File: src/rtl/hazard_ctrl_pipe.sv
// hazard_ctrl_pipe: E->M->W control pipeline, redirect, load-use stall, forwarding and event counters.
module hazard_ctrl_pipe #(
    parameter int CNT_W = 16
) (
    input  logic             clk,
    input  logic             reset,
    input  logic             RegWriteE,
    input  logic             MemWriteE,
    input  logic             JumpE,
    input  logic             BranchE,
    input  logic [1:0]       ResultSrcE,
    input  logic             ZeroE,
    input  logic [4:0]       Rs1D,
    input  logic [4:0]       Rs2D,
    input  logic [4:0]       Rs1E,
    input  logic [4:0]       Rs2E,
    input  logic [4:0]       RdE,
    output logic             RegWriteM,
    output logic             MemWriteM,
    output logic [1:0]       ResultSrcM,
    output logic [4:0]       RdM,
    output logic             RegWriteW,
    output logic [1:0]       ResultSrcW,
    output logic [4:0]       RdW,
    output logic [1:0]       ForwardAE,
    output logic [1:0]       ForwardBE,
    output logic             PCSrcE,
    output logic             StallF,
    output logic             StallD,
    output logic             FlushD,
    output logic             FlushE,
    output logic [CNT_W-1:0] StallCount,
    output logic [CNT_W-1:0] FlushCount
);
    logic lw_stall;
    always_comb begin
        PCSrcE    = JumpE | (BranchE & ZeroE);
        lw_stall  = (ResultSrcE == 2'b01) & (|RdE) & ((Rs1D == RdE) | (Rs2D == RdE));
        StallF    = lw_stall & ~PCSrcE;
        StallD    = StallF;
        FlushD    = PCSrcE;
        FlushE    = lw_stall | PCSrcE;
        ForwardAE = (|Rs1E & RegWriteM & (Rs1E == RdM)) ? 2'b10 :
                    (|Rs1E & RegWriteW & (Rs1E == RdW)) ? 2'b01 : 2'b00;
        ForwardBE = (|Rs2E & RegWriteM & (Rs2E == RdM)) ? 2'b10 :
                    (|Rs2E & RegWriteW & (Rs2E == RdW)) ? 2'b01 : 2'b00;
    end
    always_ff @(posedge clk or negedge reset) begin
        if (!reset) begin
            RegWriteM  <= 1'b0;
            MemWriteM  <= 1'b0;
            ResultSrcM <= 2'b00;
            RdM        <= 5'd0;
            RegWriteW  <= 1'b0;
            ResultSrcW <= 2'b00;
            RdW        <= 5'd0;
            StallCount <= '0;
            FlushCount <= '0;
        end else begin
            RegWriteM  <= RegWriteE;
            MemWriteM  <= MemWriteE;
            ResultSrcM <= ResultSrcE;
            RdM        <= RdE;
            RegWriteW  <= RegWriteM;
            ResultSrcW <= ResultSrcM;
            RdW        <= RdM;
            // counters stick at all-ones until the next reset
            if (StallF && !(&StallCount)) StallCount <= StallCount + CNT_W'(1);
            if (PCSrcE && !(&FlushCount)) FlushCount <= FlushCount + CNT_W'(1);
        end
    end
endmodule

File: config.mk
export PLATFORM = sky130hd
export DESIGN_NAME = hazard_ctrl_pipe
export DESIGN_NICKNAME = d
export VERILOG_FILES = /design/src/rtl/hazard_ctrl_pipe.sv
export SDC_FILE = /design/constraint.sdc
export NUM_CORES = 1
export LEC_CHECK = 0
export BUFFER_PORTS_ARGS = -buffer_cell sky130_fd_sc_hd__buf_4
export CAP_MARGIN = 20
export CORE_ASPECT_RATIO = 1.75
export CORE_UTILIZATION = 30
export CTS_BUF_LIST = sky130_fd_sc_hd__clkbuf_16
export CTS_CLUSTER_SIZE = 24
export DETAILED_ROUTE_END_ITERATION = 10
export SETUP_SLACK_MARGIN = 0.02
export SLEW_MARGIN = 20
export SYNTH_ARGS = -nofsm -noshare
export SYNTH_HDL_FRONTEND = slang
export SYNTH_SLANG_ARGS = --single-unit
File: constraint.sdc
create_clock -name clk -period 1.7 [get_ports clk]
set_clock_uncertainty 0.05 [all_clocks]
set_input_delay 0.085 -clock clk [delete_from_list [all_inputs] [get_ports clk]]
set_output_delay 0.085 -clock clk [all_outputs]
set_load 0.01 [all_outputs]
Word-level counts from Yosys, hierarchy flattened
Cells that the tools add are included.
Operators by class
  mux-type cells: 4
  bitwise operators: 16
  eq/ne operators: 7
  add/sub/neg operators: 2
  reductions and logical operators: 9
Operator list (number)
  $add 16x1->16 const B: 2
  $reduce_and 16->1: 2
  $eq 5x5->1: 6
  $reduce_or 5->1: 3
  $and 1x1->1: 12
  $mux 2: 2
  $or 1x1->1: 3
  $eq 2x1->1 const B: 1
  $logic_and 1x1->1: 2
  $logic_not 1->1: 2
  $mux 1: 2
  $not 1->1: 1
Word-level totals
  word-level logic and storage cells: 47
  bits of input ports: 34
  bits in registers: 49
  output and inout port bits: 58

Longest topological paths before layout
Gate-level depths: netlist of run 1.
  depth after elaboration: 5
  mapped depth: 6
  depth with buffers taken out: 6

Least setup slack after synthesis of run 1
OpenSTA, ideal clock, no wires.
  kind: flip-flop to flip-flop
  start: register FlushCount[0]
  end: register FlushCount[1]
  arrival: 1.619 ns
  path buffers: 0
  library setup time: 0.125 ns
  path slack: -0.093 ns
  clock period less this slack: 1.793 ns
  required time: 1.525 ns
  stages on the path, launching flop included: 6
  cells stage by stage: dfrtp_1 ha_1 nand2_1 and3b_1 a21oi_1 mux2_2
On the way
  longest elaborated chain between the ends: 3
RTL lines
  start: declaration: line 33  | output logic [CNT_W-1:0] FlushCount
  start signal: assignment: line 69  | if (PCSrcE && !(&FlushCount)) FlushCount <= FlushCount + CNT_W'(1);
  branches (longest 3 deep; another with $add 16x1->16)
Several ways; the timed one is not identified.
A chain may end at the register's enable or synchronous reset.

Worst setup path after layout of run 1
  start: register StallCount[0]
  end: register StallCount[1]
On the way
  longest elaborated chain between the ends: 3
RTL lines
  start: declaration: line 32  | output logic [CNT_W-1:0] StallCount,
  start signal: assignment: line 68  | if (StallF && !(&StallCount)) StallCount <= StallCount + CNT_W'(1);
  branches (longest 3 deep; another with $add 16x1->16)
Several ways; the timed one is not identified.

==> results.ini, run 1 <==
[run_status]
outcome = finished, final reports clean

[timing]
period_needed_ns = 1.682
max_freq_mhz = 594.4
rsz0062_at_grt = true
worstMarginPinSlew_ns = 0.6466
timing.final.crit_share = 0.9897
slew_headroom = 0.5689
tns_ns = 0
timing.hold.ws_ns = 0.1884
slew_viol_final = 0
finalHoldViolCount = 0
setup_viol = 0

[global_route]
grt_max_degree = 50
grt_overflow = 0
busiest_layer = met2
antenna_found_initial = 0
grt_pass1_wl_um = 11660
grt_use_total = 0.1699
grtUsageMet1 = 0.1630
grt_util_met3 = 0.03398
grt_pass1_vias = 2456
use_met2 = 0.3368

[detailed_routing]
drtIter0Drc = 76
drc = 0
drtPass1Iterations = 4
ant_nets = 0
drt-total-wl_um = 7056
vias_per_cell = 4.591
vias = 2268
wl_per_cell_um = 14.28

[setup_path]
cp_cell_sequence = ha_2 > nand4_1 > nor4_4 > nor3_4 > buf_12 > nand2_4 > mux2_4
startpoint_type = flop
critPathBufInv = 1
end_kind = flop
critical-path-top-delay-family = simple AND/OR/NAND/NOR gates
required_ns = 1.82
critPathSlowestCell = dfrtp_1
crit_arrival_ns = 1.81
rrSetupSlack_ns = 0.02
cp-startpoint = StallCount[0]
cp_max_fo = 9
critPathKind = reg -> reg
worstReg2RegStart = StallCount[0]
max_stage_delay_ns = 0.35

[logic_synthesis]
synthCells = 225
synthSimpleGateAreaFrac = 0.2280
yosysSeqAreaShare = 0.4785
syn_area_um2 = 2562
synthXorXnorAreaFrac = 0.1880
synth_cell_type_count = 46
synth_top_flop_cell = dfrtp_1
ys_async_sr_fraction = 1.000
synth_mux_area_frac = 0.02051
yosys.area_share.adder = 0.009766
synth_area_per_cell_um2 = 11.39
synth_top_family_by_area = simple AND/OR/NAND/NOR gates
synth_edf_count = 0
yosys_warnings = 0
ys_ff_latch = 49
synth_compound_area_frac = 0.06152
syn_nets = 261

[clocking]
tritoncts = built
clk_latency_ns = 0.29
numCtsBuffers = 5
ctsLongestPathBuffers = 2
root_buffer = clkbuf_16
ctsHtreeMaxLevel = 2
clkSinkCount = 49
clk_pin_slew_ns = 0.06

[floorplan]
core_um2 = 8313
die_area_um2 = 8930
chipWidth_um = 71.87
io_pins = 92
die_h_um = 124.3
fp-row-count = 44
start_util = 0.3082

[layout]
multi_input_area_um2 = 1385
n_fill_cell = 774
regArea_um2 = 1231
layout-drive-gt1-share = 0.4828
num_antenna_cells = 0
area_growth_pct = 60.45
fin_area_um2 = 4111
final_nets = 415
stdcell_count = 494

[hold_path]
min_path_type = in -> reg
min-delay-start = JumpE

[place]
hpwl_um = 5458
gp_congestion = 0.7734
dp_cells = 470
io_buffers = 91
dpl_cell_area_um2 = 3706

[power]
leakagePower_nw = 1.861
total_power_mw = 3.578
vdd_drop_max_uv = 863.6
p_per_area_nw_per_um2 = 870.3

[job]
drv_cap = 0

synth_stat cells (all sizes together) (2+ instances only):
| cell | number | area, µm² |
|---|---|---|
| or4 | 3 | 26.27 |
| and2 | 2 | 12.51 |
| nor4 | 6 | 50.04 |
| nand2 | 19 | 78.82 |
| nand3 | 17 | 90.09 |
| nand4b | 2 | 17.52 |
| nand2b | 3 | 18.77 |
| ha | 2 | 25.02 |
| dfrtp | 49 | 1226 |
| inv | 2 | 7.500 |
| a311oi | 2 | 23.77 |
| buf | 4 | 27.52 |
| nor3b | 2 | 26.28 |
| mux2 | 4 | 52.55 |
| nor2b | 3 | 26.27 |
| and3 | 5 | 31.28 |
| xor2 | 9 | 78.83 |
| nor2 | 13 | 48.80 |
| nand3b | 2 | 15.01 |
| nand4 | 14 | 100.1 |
| xnor2 | 46 | 402.9 |
| a21oi | 4 | 31.28 |
sequential cells by signal, indices dropped and copies added (netlist names):
register    flops
ResultSrcM      2
FlushCount     16
RdM             5
RegWriteW       1
RegWriteM       1
RdW             5
ResultSrcW      2
MemWriteM       1
StallCount     16
through the flow:
| step | setup WS [ns] | util |
|---|---|---|
| after global routing | -0.08153 | 0.4946 |
| after detailed placement | -0.009126 | 0.4458 |
| final | 0.01750 | 0.4946 |
| after global placement | 0.03510 | 0.4458 |
| after CTS | 0.004251 | 0.4810 |
| after floorplan | 0.02332 | - |
layout make-up:
class,count,share of cell area
multi-input combinational,170,0.3369
sequential,49,0.2995
timing repair buffer,151,0.2879
tap,115,0.03500
clock buffer,5,0.03043
clock inverter,2,0.008521
inverter,2,0.001826
worst min-delay path: stages:
cell	delay [ns]
buf_4	0.09
a21oi_4	0.03
inv_2	0.12
a21oi_1	0.09
nor2_1	0.08
timing repair:
action | CTS | global route
resized for setup | 5 | 10
hold endpoints to repair | 58 | 0
pin swaps | 2 | 13
endpoints found under the setup margin | 5 | 18
hold buffers | 10 | 0
setup buffers | 1 | 7
cell families (layout without fill, tap and decap cells):
kind of cell             after synthesis  in the layout
buffers and inverters                  6            160
flip-flops                            49             49
multiplexers                           4              4
AND/OR/NAND/NOR                       95             95
AO/OA/AOI/OAI                         14             14
adder cells (fa/ha/maj)                2              2
XOR/XNOR                              55             55
routing by layer:
metal	wire length (µm)	vias up
met5	0	-
met4	161	0
met3	248	11
met2	4336	47
met1	2310	1108
li1	-	1102
placed cells by master (no fill, tap or decap), drive strengths merged:
cell type	count
xnor2	46
xor2	9
ha	2
or2	1
nor2	13
o2111ai	1
nand4	14
mux2	4
bufinv	1
nor3b	2
a41oi	1
dfrtp	49
a311oi	2
inv	2
buf	141
nand2b	3
nand3b	2
a211oi	1
clkinv	1
o21ai	1
o21a	1
nand3	17
and3b	1
and3	5
dlygate4sd3	10
o22ai	1
nor2b	3
a2111oi	1
and4	1
a21oi	4
or4	3
clkbuf	5
nor4	6
nand2	19
nand4b	2
and2	2
nor3	1
a31oi	1
path summary, 6_finish.rpt:
check                                 end  depth (start not counted)
max                         StallCount[1]                          7
min                         FlushCount[2]                          5
max reg2reg                 StallCount[1]                          7
min reg2reg                 ResultSrcW[0]                          0
max in group asynchronous  StallCount[13]                          2
min in group asynchronous   ResultSrcM[0]                          2
report_power, final:
part,leakage [nW],internal (mW),switching (mW)
clock,0.0797,0.684,0.436
combinational,1.16,0.607,0.468
sequential,0.620,1.29,0.0928
total,1.86,2.58,0.997
(Power assumes the default switching activity.)
==> run 2, diff against run 1 <==
- SETUP_SLACK_MARGIN: 0.02 -> not set
==> run 2 against run 1 <==
Effect of this change:
- worst setup slack worse by 0.015 ns
- clock-buffer cell count stayed put
- non-clock buffer count stayed put
- power is 3.7% lower
- worst hold slack worse by 0.012 ns
- sequential cell count stayed put
- maximum frequency is 0.87% lower
==> results.ini, run 2 (synthesized netlist as in run 1, its figures left out) <==
[run_status]
outcome = finished, final reports clean

[setup_path]
end_kind = flop
cp_max_fo = 4
critPathKind = reg -> reg
reg2reg_depth = 6
crit_arrival_ns = 1.87
required_ns = 1.87
startpoint_type = flop

[global_route]
grt_max_degree = 50
grt_use_total = 0.1678
grt_pass1_vias = 2374
grt_overflow = 0
antenna_found_initial = 0
grt_pass1_wl_um = 11470

[detailed_routing]
drtIter0Drc = 153
drc = 0
drt-total-wl_um = 7099
vias_per_cell = 4.661
ant_nets = 0
drtPass1Iterations = 4
vias = 2307
wl_per_cell_um = 14.34

[floorplan]
io_pins = 92
fp-row-count = 44
chipWidth_um = 71.87
core_um2 = 8313
die_area_um2 = 8930
die_h_um = 124.3
start_util = 0.3082

[timing]
timing.hold.ws_ns = 0.1760
slew_headroom = 0.5672
slew_viol_final = 0
worstMarginPinSlew_ns = 0.6492
tns_ns = 0
period_needed_ns = 1.697
max_freq_mhz = 589.2
rsz0062_at_grt = true
setup_viol = 0
timing.final.crit_share = 0.9984
finalHoldViolCount = 0

[layout]
largestRegisters = FlushCount (16), StallCount (16)
mostFrequentLayoutCells = 139 x buf_4, 47 x dfrtp_1, 45 x xnor2_1
n_fill_cell = 776
num_antenna_cells = 0
final_nets = 415
mostFrequentLayoutCell = buf_4
area_growth_pct = 59.03
post-route-util = 0.4902
layout-drive-gt1-share = 0.4737
regArea_um2 = 1229
fin_area_um2 = 4075
multi_input_area_um2 = 1364
stdcell_count = 495

[place]
dp_cells = 468
hpwl_um = 5405
dpl_cell_area_um2 = 3689
gp_congestion = 0.8047
io_buffers = 91

[hold_path]
min_path_type = in -> reg
holdPathStages = 5

[power]
seqPwrFrac = 0.407
power.switching_mw = 1.030
leakagePower_nw = 1.846
swShare = 0.2990
p_per_area_nw_per_um2 = 845.7
clkPwrFrac = 0.295
vdd_drop_max_uv = 679.7
internal_power_mw = 2.416
power_frac_comb = 0.297

[clocking]
ctsLongestPathBuffers = 2
ctsHtreeMaxLevel = 2
numCtsBuffers = 5
clk_pin_slew_ns = 0.07
tritoncts = built
clk_latency_ns = 0.30
root_buffer = clkbuf_16
clkSinkCount = 49

[job]
drv_cap = 0

==> run 2: cell types whose count changed in the layout (fill, tap and decap cells not counted), sizes merged <==
cell and delta:
bufinv -1, clkinv -1, clkinvlp +3
==> run 2: power by group through the flow <==
stage / Clock (mW) / Combinational, mW / Sequential [mW]
global route: 1.10 / 1.12 / 1.42
finish: 1.02 / 1.02 / 1.40
CTS: 1.04 / 0.982 / 1.40
detailed placement: 0 / 0.957 / 1.42
global placement: 0 / 0.945 / 1.42
floorplan: 0 / 0.308 / 1.50
==> run 2: worst max-delay path, cell delays in order, from the launching register on <==
cell and delay, ns:
dfrtp_1 0.39, and3_4 0.19, nor2b_4 0.13, a311oi_2 0.32
buf_4 0.18, and4_1 0.20, xor2_1 0.16
==> run 2: final cells by class <==
| type | count | share of cell area |
|---|---|---|
| Inverter | 2 | 0.001842 |
| Sequential cell | 49 | 0.3015 |
| Tap cell | 115 | 0.03531 |
| Clock buffer | 5 | 0.03070 |
| Clock inverter | 3 | 0.005527 |
| Multi-Input combinational cell | 170 | 0.3347 |
| Timing Repair Buffer | 151 | 0.2905 |
==> run 2: what timing repair did <==
item | in CTS | in global routing
setup buffers | 0 | 9
resized for setup | 3 | 8
pin swaps | 1 | 14
hold buffers | 10 | 0
endpoints found under the setup margin | 2 | 19
hold endpoints to repair | 58 | 0
==> run 2: stage by stage <==
stage	power (mW)	worst slack, ns
after floorplan	1.810	0.003439
final	3.446	0.002756
after global routing	3.636	-0.09398
after CTS	3.421	-0.005639
after detailed placement	2.377	-0.02304
after global placement	2.361	0.03535
==> run 2: worst paths after layout <==
check / end / slack [ns] / startpoint
max: FlushCount[6] / 0.003 / FlushCount[7]
min: FlushCount[2] / 0.18 / JumpE
max reg2reg: FlushCount[6] / 0.003 / FlushCount[7]
min reg2reg: ResultSrcW[1] / 0.33 / ResultSrcM[1]
max in group asynchronous: RdM[4] / 0.83 / reset
min in group asynchronous: RdW[3] / 0.30 / reset
==> run 2: metal layers <==
metal / GRT usage / part of all wire / vias to the layer above
li1: - / - / 1102
met3: 0.03317 / 0.039 / 14
met1: 0.1736 / 0.35 / 1132
met5: 0 / 0 / -
met4: 0.07151 / 0.029 / 0
met2: 0.3152 / 0.58 / 59
